## src/rtl/o2_stim_gen_if.sv

```systemverilog
// Control/status bundle between a bench controller (master) and o2_stim_gen (slave).
// fault_mask is present only when O2_FAULT_INJ_EN is defined.
interface o2_stim_gen_if #(
    parameter int unsigned CHANNELS = 2,
    parameter int unsigned CNT_W    = 24
);
    logic                en;
    logic [1:0]          mode;
    logic                start;
    logic [1:0]          force_state;
    logic [CNT_W-1:0]    normal_len;
    logic [CNT_W-1:0]    lean_len;
    logic [CNT_W-1:0]    rich_len;
    logic [CHANNELS-1:0] o2_top;
    logic [CHANNELS-1:0] o2_bottom;
    logic [CHANNELS-1:0] cycle_done;
    logic                seq_done;
    logic                busy;
`ifdef O2_FAULT_INJ_EN
    logic [CHANNELS-1:0] fault_mask;

    modport master (
        output en, mode, start, force_state, normal_len, lean_len, rich_len, fault_mask,
        input  o2_top, o2_bottom, cycle_done, seq_done, busy
    );

    modport slave (
        input  en, mode, start, force_state, normal_len, lean_len, rich_len, fault_mask,
        output o2_top, o2_bottom, cycle_done, seq_done, busy
    );
`else
    modport master (
        output en, mode, start, force_state, normal_len, lean_len, rich_len,
        input  o2_top, o2_bottom, cycle_done, seq_done, busy
    );

    modport slave (
        input  en, mode, start, force_state, normal_len, lean_len, rich_len,
        output o2_top, o2_bottom, cycle_done, seq_done, busy
    );
`endif
endinterface

```

## src/rtl/o2_stim_gen.sv

```systemverilog
// Multi-channel narrowband O2 sensor stimulus generator cycling NORMAL -> LEAN -> RICH.
// Optional open-circuit fault injection is enabled by defining O2_FAULT_INJ_EN.
module o2_stim_gen #(
    parameter int unsigned CHANNELS = 2,
    parameter int unsigned CNT_W    = 24,
    parameter int unsigned STAGGER  = 4
) (
    input  logic         clk,
    input  logic         rst_n,
    o2_stim_gen_if.slave bus
);

    localparam int unsigned      LAST    = (CHANNELS - 1) * STAGGER;
    localparam int unsigned      STG_W   = $clog2(LAST + 2);
    localparam logic [STG_W-1:0] STG_SAT = STG_W'(LAST + 1);

    typedef enum logic [1:0] {
        ModeFree    = 2'd0,
        ModeOneshot = 2'd1,
        ModeForce   = 2'd2,
        ModeRsvd    = 2'd3
    } mode_e;

    typedef enum logic [1:0] {
        StIdle,
        StNormal,
        StLean,
        StRich
    } state_e;

    state_e              state_q [CHANNELS];
    state_e              state_d [CHANNELS];
    logic [CNT_W-1:0]    cnt_q   [CHANNELS];
    logic [CNT_W-1:0]    cnt_d   [CHANNELS];
    logic [CNT_W-1:0]    nlim_q  [CHANNELS];
    logic [CNT_W-1:0]    nlim_d  [CHANNELS];
    logic [CNT_W-1:0]    llim_q  [CHANNELS];
    logic [CNT_W-1:0]    llim_d  [CHANNELS];
    logic [CNT_W-1:0]    rlim_q  [CHANNELS];
    logic [CNT_W-1:0]    rlim_d  [CHANNELS];

    logic [STG_W-1:0]    stg_q, stg_d;
    logic                run_q, run_d;
    mode_e               mode_q, mode_n;
    logic [CHANNELS-1:0] top_q, top_d;
    logic [CHANNELS-1:0] bot_q, bot_d;
    logic [CHANNELS-1:0] done_q, done_d;
    logic                seq_q, seq_d;

    logic                forcing, abort, launch, active, all_idle;
    logic                enter_normal;
    state_e              force_st;

    // Shadow registers hold len-1 so a zero length degenerates to a 1-clock dwell.
    function automatic logic [CNT_W-1:0] len_m1(input logic [CNT_W-1:0] len);
        return (len == '0) ? '0 : len - CNT_W'(1);
    endfunction

    always_comb begin
        mode_n   = (bus.mode == ModeRsvd) ? ModeFree : mode_e'(bus.mode);
        forcing  = bus.en && (mode_n == ModeForce);
        abort    = !bus.en || (mode_n != mode_q);
        launch   = !forcing && !abort && !run_q &&
                   ((mode_n == ModeFree) || ((mode_n == ModeOneshot) && bus.start));
        active   = !forcing && !abort && (run_q || launch);
        case (bus.force_state)
            2'd1:    force_st = StLean;
            2'd2:    force_st = StRich;
            default: force_st = StNormal;
        endcase
    end

    always_comb begin
        done_d       = '0;
        top_d        = '0;
        bot_d        = '1;
        all_idle     = 1'b1;
        enter_normal = 1'b0;
        for (int unsigned i = 0; i < CHANNELS; i++) begin
            state_d[i]   = state_q[i];
            cnt_d[i]     = cnt_q[i];
            nlim_d[i]    = nlim_q[i];
            llim_d[i]    = llim_q[i];
            rlim_d[i]    = rlim_q[i];
            enter_normal = 1'b0;

            if (forcing) begin
                state_d[i] = force_st;
                cnt_d[i]   = '0;
            end else if (!active) begin
                state_d[i] = StIdle;
                cnt_d[i]   = '0;
            end else begin
                unique case (state_q[i])
                    StIdle: begin
                        // Saturated stagger count never matches, so channels launch once.
                        if (stg_q == STG_W'(i * STAGGER)) enter_normal = 1'b1;
                    end
                    StNormal: begin
                        if (cnt_q[i] == nlim_q[i]) begin
                            state_d[i] = StLean;
                            cnt_d[i]   = '0;
                        end else begin
                            cnt_d[i] = cnt_q[i] + CNT_W'(1);
                        end
                    end
                    StLean: begin
                        if (cnt_q[i] == llim_q[i]) begin
                            state_d[i] = StRich;
                            cnt_d[i]   = '0;
                        end else begin
                            cnt_d[i] = cnt_q[i] + CNT_W'(1);
                        end
                    end
                    StRich: begin
                        if (cnt_q[i] == rlim_q[i]) begin
                            done_d[i] = 1'b1;
                            if (mode_n == ModeOneshot) begin
                                state_d[i] = StIdle;
                                cnt_d[i]   = '0;
                            end else begin
                                enter_normal = 1'b1;
                            end
                        end else begin
                            cnt_d[i] = cnt_q[i] + CNT_W'(1);
                        end
                    end
                endcase
            end

            if (enter_normal) begin
                state_d[i] = StNormal;
                cnt_d[i]   = '0;
                nlim_d[i]  = len_m1(bus.normal_len);
                llim_d[i]  = len_m1(bus.lean_len);
                rlim_d[i]  = len_m1(bus.rich_len);
            end

            if (state_d[i] != StIdle) all_idle = 1'b0;

            top_d[i] = (state_d[i] == StLean);
            bot_d[i] = (state_d[i] != StRich);
`ifdef O2_FAULT_INJ_EN
            if (bus.fault_mask[i]) begin
                top_d[i] = 1'b1;
                bot_d[i] = 1'b0;
            end
`endif
        end

        if (active) begin
            stg_d = (stg_q == STG_SAT) ? stg_q : stg_q + STG_W'(1);
        end else begin
            stg_d = '0;
        end

        // A one-shot ends once every channel has launched and all are back in IDLE.
        seq_d = active && (mode_n == ModeOneshot) && (stg_q == STG_SAT) && all_idle;
        run_d = active && !seq_d;
        if (seq_d) stg_d = '0;
    end

    always_ff @(posedge clk or negedge rst_n) begin
        if (!rst_n) begin
            for (int unsigned i = 0; i < CHANNELS; i++) begin
                state_q[i] <= StIdle;
                cnt_q[i]   <= '0;
                nlim_q[i]  <= '0;
                llim_q[i]  <= '0;
                rlim_q[i]  <= '0;
            end
            stg_q  <= '0;
            run_q  <= 1'b0;
            mode_q <= ModeFree;
            top_q  <= '0;
            bot_q  <= '1;
            done_q <= '0;
            seq_q  <= 1'b0;
        end else begin
            for (int unsigned i = 0; i < CHANNELS; i++) begin
                state_q[i] <= state_d[i];
                cnt_q[i]   <= cnt_d[i];
                nlim_q[i]  <= nlim_d[i];
                llim_q[i]  <= llim_d[i];
                rlim_q[i]  <= rlim_d[i];
            end
            stg_q  <= stg_d;
            run_q  <= run_d;
            mode_q <= mode_n;
            top_q  <= top_d;
            bot_q  <= bot_d;
            done_q <= done_d;
            seq_q  <= seq_d;
        end
    end

    assign bus.o2_top     = top_q;
    assign bus.o2_bottom  = bot_q;
    assign bus.cycle_done = done_q;
    assign bus.seq_done   = seq_q;
    assign bus.busy       = run_q;

endmodule

```

## src/flat_wrapper.sv

```systemverilog
// flat-port wrapper written by rule: the top's interface ports become plain ports
module o2_stim_gen_flat 
#(
    parameter int unsigned CHANNELS = 2,
    parameter int unsigned CNT_W    = 24,
    parameter int unsigned STAGGER  = 4
)
  (clk, rst_n, bus_en, bus_mode, bus_start, bus_force_state, bus_normal_len, bus_lean_len, bus_rich_len, bus_o2_top, bus_o2_bottom, bus_cycle_done, bus_seq_done, bus_busy);
  o2_stim_gen_if #(.CHANNELS(CHANNELS), .CNT_W(CNT_W)) bus_i ();
  input  logic clk;
  input  logic rst_n;
  input wire logic [$bits(bus_i.en)-1:0] bus_en;
  input wire logic [$bits(bus_i.mode)-1:0] bus_mode;
  input wire logic [$bits(bus_i.start)-1:0] bus_start;
  input wire logic [$bits(bus_i.force_state)-1:0] bus_force_state;
  input wire logic [$bits(bus_i.normal_len)-1:0] bus_normal_len;
  input wire logic [$bits(bus_i.lean_len)-1:0] bus_lean_len;
  input wire logic [$bits(bus_i.rich_len)-1:0] bus_rich_len;
  output wire logic [$bits(bus_i.o2_top)-1:0] bus_o2_top;
  output wire logic [$bits(bus_i.o2_bottom)-1:0] bus_o2_bottom;
  output wire logic [$bits(bus_i.cycle_done)-1:0] bus_cycle_done;
  output wire logic [$bits(bus_i.seq_done)-1:0] bus_seq_done;
  output wire logic [$bits(bus_i.busy)-1:0] bus_busy;
  assign bus_i.en = bus_en;
  assign bus_i.mode = bus_mode;
  assign bus_i.start = bus_start;
  assign bus_i.force_state = bus_force_state;
  assign bus_i.normal_len = bus_normal_len;
  assign bus_i.lean_len = bus_lean_len;
  assign bus_i.rich_len = bus_rich_len;
  assign bus_o2_top = bus_i.o2_top;
  assign bus_o2_bottom = bus_i.o2_bottom;
  assign bus_cycle_done = bus_i.cycle_done;
  assign bus_seq_done = bus_i.seq_done;
  assign bus_busy = bus_i.busy;
  o2_stim_gen #(.CHANNELS(CHANNELS), .CNT_W(CNT_W), .STAGGER(STAGGER)) u_core (.clk(clk), .rst_n(rst_n), .bus(bus_i));
endmodule
```

## config.mk

```make
export PLATFORM = sky130hd
export DESIGN_NAME = o2_stim_gen_flat
export DESIGN_NICKNAME = d
export VERILOG_FILES = /design/src/rtl/o2_stim_gen_if.sv /design/src/rtl/o2_stim_gen.sv /design/src/flat_wrapper.sv
export SDC_FILE = /design/constraint.sdc
export NUM_CORES = 1
export LEC_CHECK = 0
export BUFFER_PORTS_ARGS = -buffer_cell sky130_fd_sc_hd__buf_2
export CAP_MARGIN = 25
export CELL_PAD_IN_SITES_DETAIL_PLACEMENT = 0
export CELL_PAD_IN_SITES_GLOBAL_PLACEMENT = 2
export CORE_MARGIN = 1.5
export CORE_UTILIZATION = 25
export DETAILED_ROUTE_END_ITERATION = 16
export PLACE_DENSITY = 0.64
export RECOVER_POWER = 100
export SETUP_SLACK_MARGIN = 0.1
export SYNTH_ARGS = -nofsm -noshare
export SYNTH_HDL_FRONTEND = slang
export SYNTH_SLANG_ARGS = --single-unit
```

## constraint.sdc

```tcl
create_clock -name clk -period 7.8 [get_ports clk]
set_clock_uncertainty 0.2 [all_clocks]
set_input_delay 0.78 -clock clk [delete_from_list [all_inputs] [get_ports clk]]
set_output_delay 0.78 -clock clk [all_outputs]
set_load 0.02 [all_outputs]
```

==> flow_metrics.tcl <==
set metrics [dict create \
    initial_core_util_pct 25.35 \
    min_path_type "primary input to async pin" \
    die_w_um 223.3 \
    setup_viol 0 \
    whs_ns 0.1182 \
    ioPinCount 88 \
    final_common_cell "nand2_1" \
    cts_htree_levels 1 \
    hold_buffers 0 \
    cts_buffer_depth 3 \
    ys_ff_latch 209 \
    cp.depth 9 \
    grt_start_max_net_pins 116 \
    leakage_nw 6.344 \
    totalWireLength_um 40030 \
    cts_buffers 26 \
    path_buf_inv 1 \
    vias_per_cell 4.776 \
    place_hpwl_um 29510 \
    dr.pass1.iters 5 \
    cpPeakStageDelay_ns 1.25 \
    gp_congestion 0.8017 \
    fin_nets 1534 \
    drtAntennaViolNets 0 \
    critical-path-top-delay-family "simple AND/OR/NAND/NOR gates" \
    syn2layout_area_growth_pct 14.46 \
    fin_crit_ns 5.652 \
    grt_pass1_vias 9751 \
    ys_seq_area_share_pct 43.14 \
    ys_types 61 \
    root_buffer "clkbuf_16" \
    ir_drop_mv 0.1523 \
    yosysWarnings 0 \
    ys_async_sr_fraction_pct 100.0 \
    syn-mean-instance-area_um2 8.603 \
    path_class "flip-flop to flip-flop" \
    diodes 0 \
    syn_area_um2 12130 \
    ys.flop_type "dfrtp_1" \
    arrival_ns 5.85 \
    rsz0062_at_grt "no" \
    die_h_um 223.3 \
    final_util_pct 29.02 \
    worst_pin_slew_ns 2.822 \
    antenna_found_initial 0 \
    syn_nets 1512 \
    wl_per_cell_um 19.39 \
    worst_path_most_repeated_cell "nand2_1" \
    clock_latency_ns 0.55 \
    final_cell_area_um2 13880 \
    violations "capacitance limit, slew limit" \
    regArea_um2 5233 \
    drive_above_1_share_pct 9.593 \
    critPathRequiredTime_ns 8.00 \
    placed_area_um2 13060 \
    status "finished with violations" \
    num-fill-cells 5121 \
    finalCritPeriodShare_pct 72.46 \
    rr_worst_depth 9 \
    max_cap_viol_count 3 \
    max_freq_ghz 0.1769 \
    final_cell_mix "nand2_1 (276), dfrtp_1 (207), o21ai_0 (166), xor2_1 (104), xnor2_1 (90)" \
    vias 9858 \
    gr-total-overflow 0 \
    synth-edff-count 0 \
    total_power_mw 3.264 \
    grt_use_total_pct 16.14 \
    post_cts_resized 0 \
    multiInputGateArea_um2 6434 \
    hold_violations 0 \
    finalSetupTns_ns 0 \
    crit_path_cell_trace "xnor2_1 > nand4_1 > nor4_1 > nand2_1 > o41ai_1 > clkbuf_1 > nor2b_1 > nand2_1 > o311ai_0" \
    drtIter0Drc 658 \
    drc 0 \
    clock_sinks 209 \
    slew_viol_final 66 \
    fin_ws_ns 2.148 \
    critPathLaunchType "flip-flop" \
    instances_no_fill 2064 \
    cts_tree "done" \
    port_buffers 87 \
    powerDensity_nw_per_um2 235.1 \
    core-area_um2 47850 \
    slew_headroom_pct -89.00 \
    critPathMaxFanout 25 \
    dp_cells 2017 \
    cp_slowest_cell "nor4_1" \
    end_kind "flip-flop" \
    place_ws_ns 3.280 \
    grt_pass1_wl_um 61380 \
    rows 80 \
    dieArea_um2 49850 \
    post_cts_buffers 0 \
    cts.reportedPaths.clkPinSlew_ns 0.06 \
    syn_inst 1410 \
]
## worst register-to-register path: cells and delay by family (launching register included)
| kind | cells | cell delay (ns) |
|---|---|---|
| AO/OA/AOI/OAI | 2 | 0.51 |
| XOR/XNOR | 1 | 0.18 |
| buffers and inverters | 1 | 1.21 |
| flip-flops | 1 | 0.66 |
| AND/OR/NAND/NOR | 5 | 2.74 |
## Yosys cell counts, drive strengths merged (3+ instances only)
cell     number  share of area [%]
and2          8               0.41
nor2b        10               0.52
or3          10               0.60
or2           6               0.31
inv          23               0.71
nand3        33                1.4
o21ai       166                6.8
nand2b        9               0.46
nand4        33                1.7
a21oi        25                1.1
a2bb2oi       3               0.22
and3         11               0.57
o311ai        6               0.43
mux2i        10               0.83
or4           9               0.65
xor2        104                7.5
and4          4               0.29
o211ai        3               0.19
a22o         22                1.6
nor2         81                2.5
nand3b        4               0.25
xnor2        90                6.5
o31ai        16               0.99
clkbuf       95                2.9
ha           22                2.3
dfrtp       207                 43
nor3b         4               0.25
nor4         39                2.1
a31oi         4               0.21
a21o         11               0.68
buf           6               0.21
nand2       276                8.5
nor3         34                1.5
## power breakdown
| part | leakage, nW | total [mW] | switching [mW] | internal (mW) |
|---|---|---|---|---|
| Sequential | 2.79 | 1.49 | 0.211 | 1.28 |
| Combinational | 3.14 | 0.561 | 0.304 | 0.257 |
| Clock | 0.413 | 1.21 | 0.485 | 0.725 |
## cell type report
cell class                      instances  area share (%)
Multi-Input combinational cell       1077           46.34
Sequential cell                       209           37.69
Tap cell                              615           5.542
Clock buffer                           39           5.398
Timing Repair Buffer                   95           3.758
Clock inverter                          6          0.6578
Inverter                               23          0.6218
## logic make-up after synthesis
family | count (synthesis) | synth area share, %
and+or+nand+nor | 573 | 22.14
AOI/OAI and AO/OA | 277 | 13.68
DFF | 209 | 43.14
xor gates and xnor gates | 194 | 14.01
buffers and inverters | 124 | 3.858
adders and majority gates | 22 | 2.269
muxes | 11 | 0.9180
## worst paths after layout
kind	startpoint	endpoint	slack [ns]
hold / removal	rst_n	u_core.cnt_q[41]$_DFFE_PN0P_	0.12
setup reg to reg	u_core.cnt_q[5]$_DFFE_PN0P_	u_core.cnt_q[20]$_DFFE_PN0P_	2.15
hold reg to reg	u_core.nlim_q[1]$_DFFE_PN0N_	u_core.nlim_q[1]$_DFFE_PN0N_	0.30
min in group clk	u_core.nlim_q[1]$_DFFE_PN0N_	u_core.nlim_q[1]$_DFFE_PN0N_	0.30
setup / recovery	u_core.cnt_q[5]$_DFFE_PN0P_	u_core.cnt_q[20]$_DFFE_PN0P_	2.15
max in group asynchronous	rst_n	u_core.cnt_q[21]$_DFFE_PN0P_	6.13
## flip-flops by register name, summed over array words and instances (netlist names), 2 cells and up
name                   count
u_core.cnt_q              48
u_core.state_q             4
u_core.mode_q              2
u_core.llim_q             48
u_core.stg_q               3
u_core.bus.o2_bottom       2
u_core.rlim_q             48
u_core.bus.o2_top          2
u_core.bus.cycle_done      2
u_core.nlim_q             48
## metal layers
layer	vias up	routed length, um	global-route usage, %
met4	0	714	3.139
met1	4788	19920	23.15
met3	40	1213	1.857
met2	157	18190	26.20
li1	4873	-	-
met5	-	0	0
(Power assumes the default switching activity.)
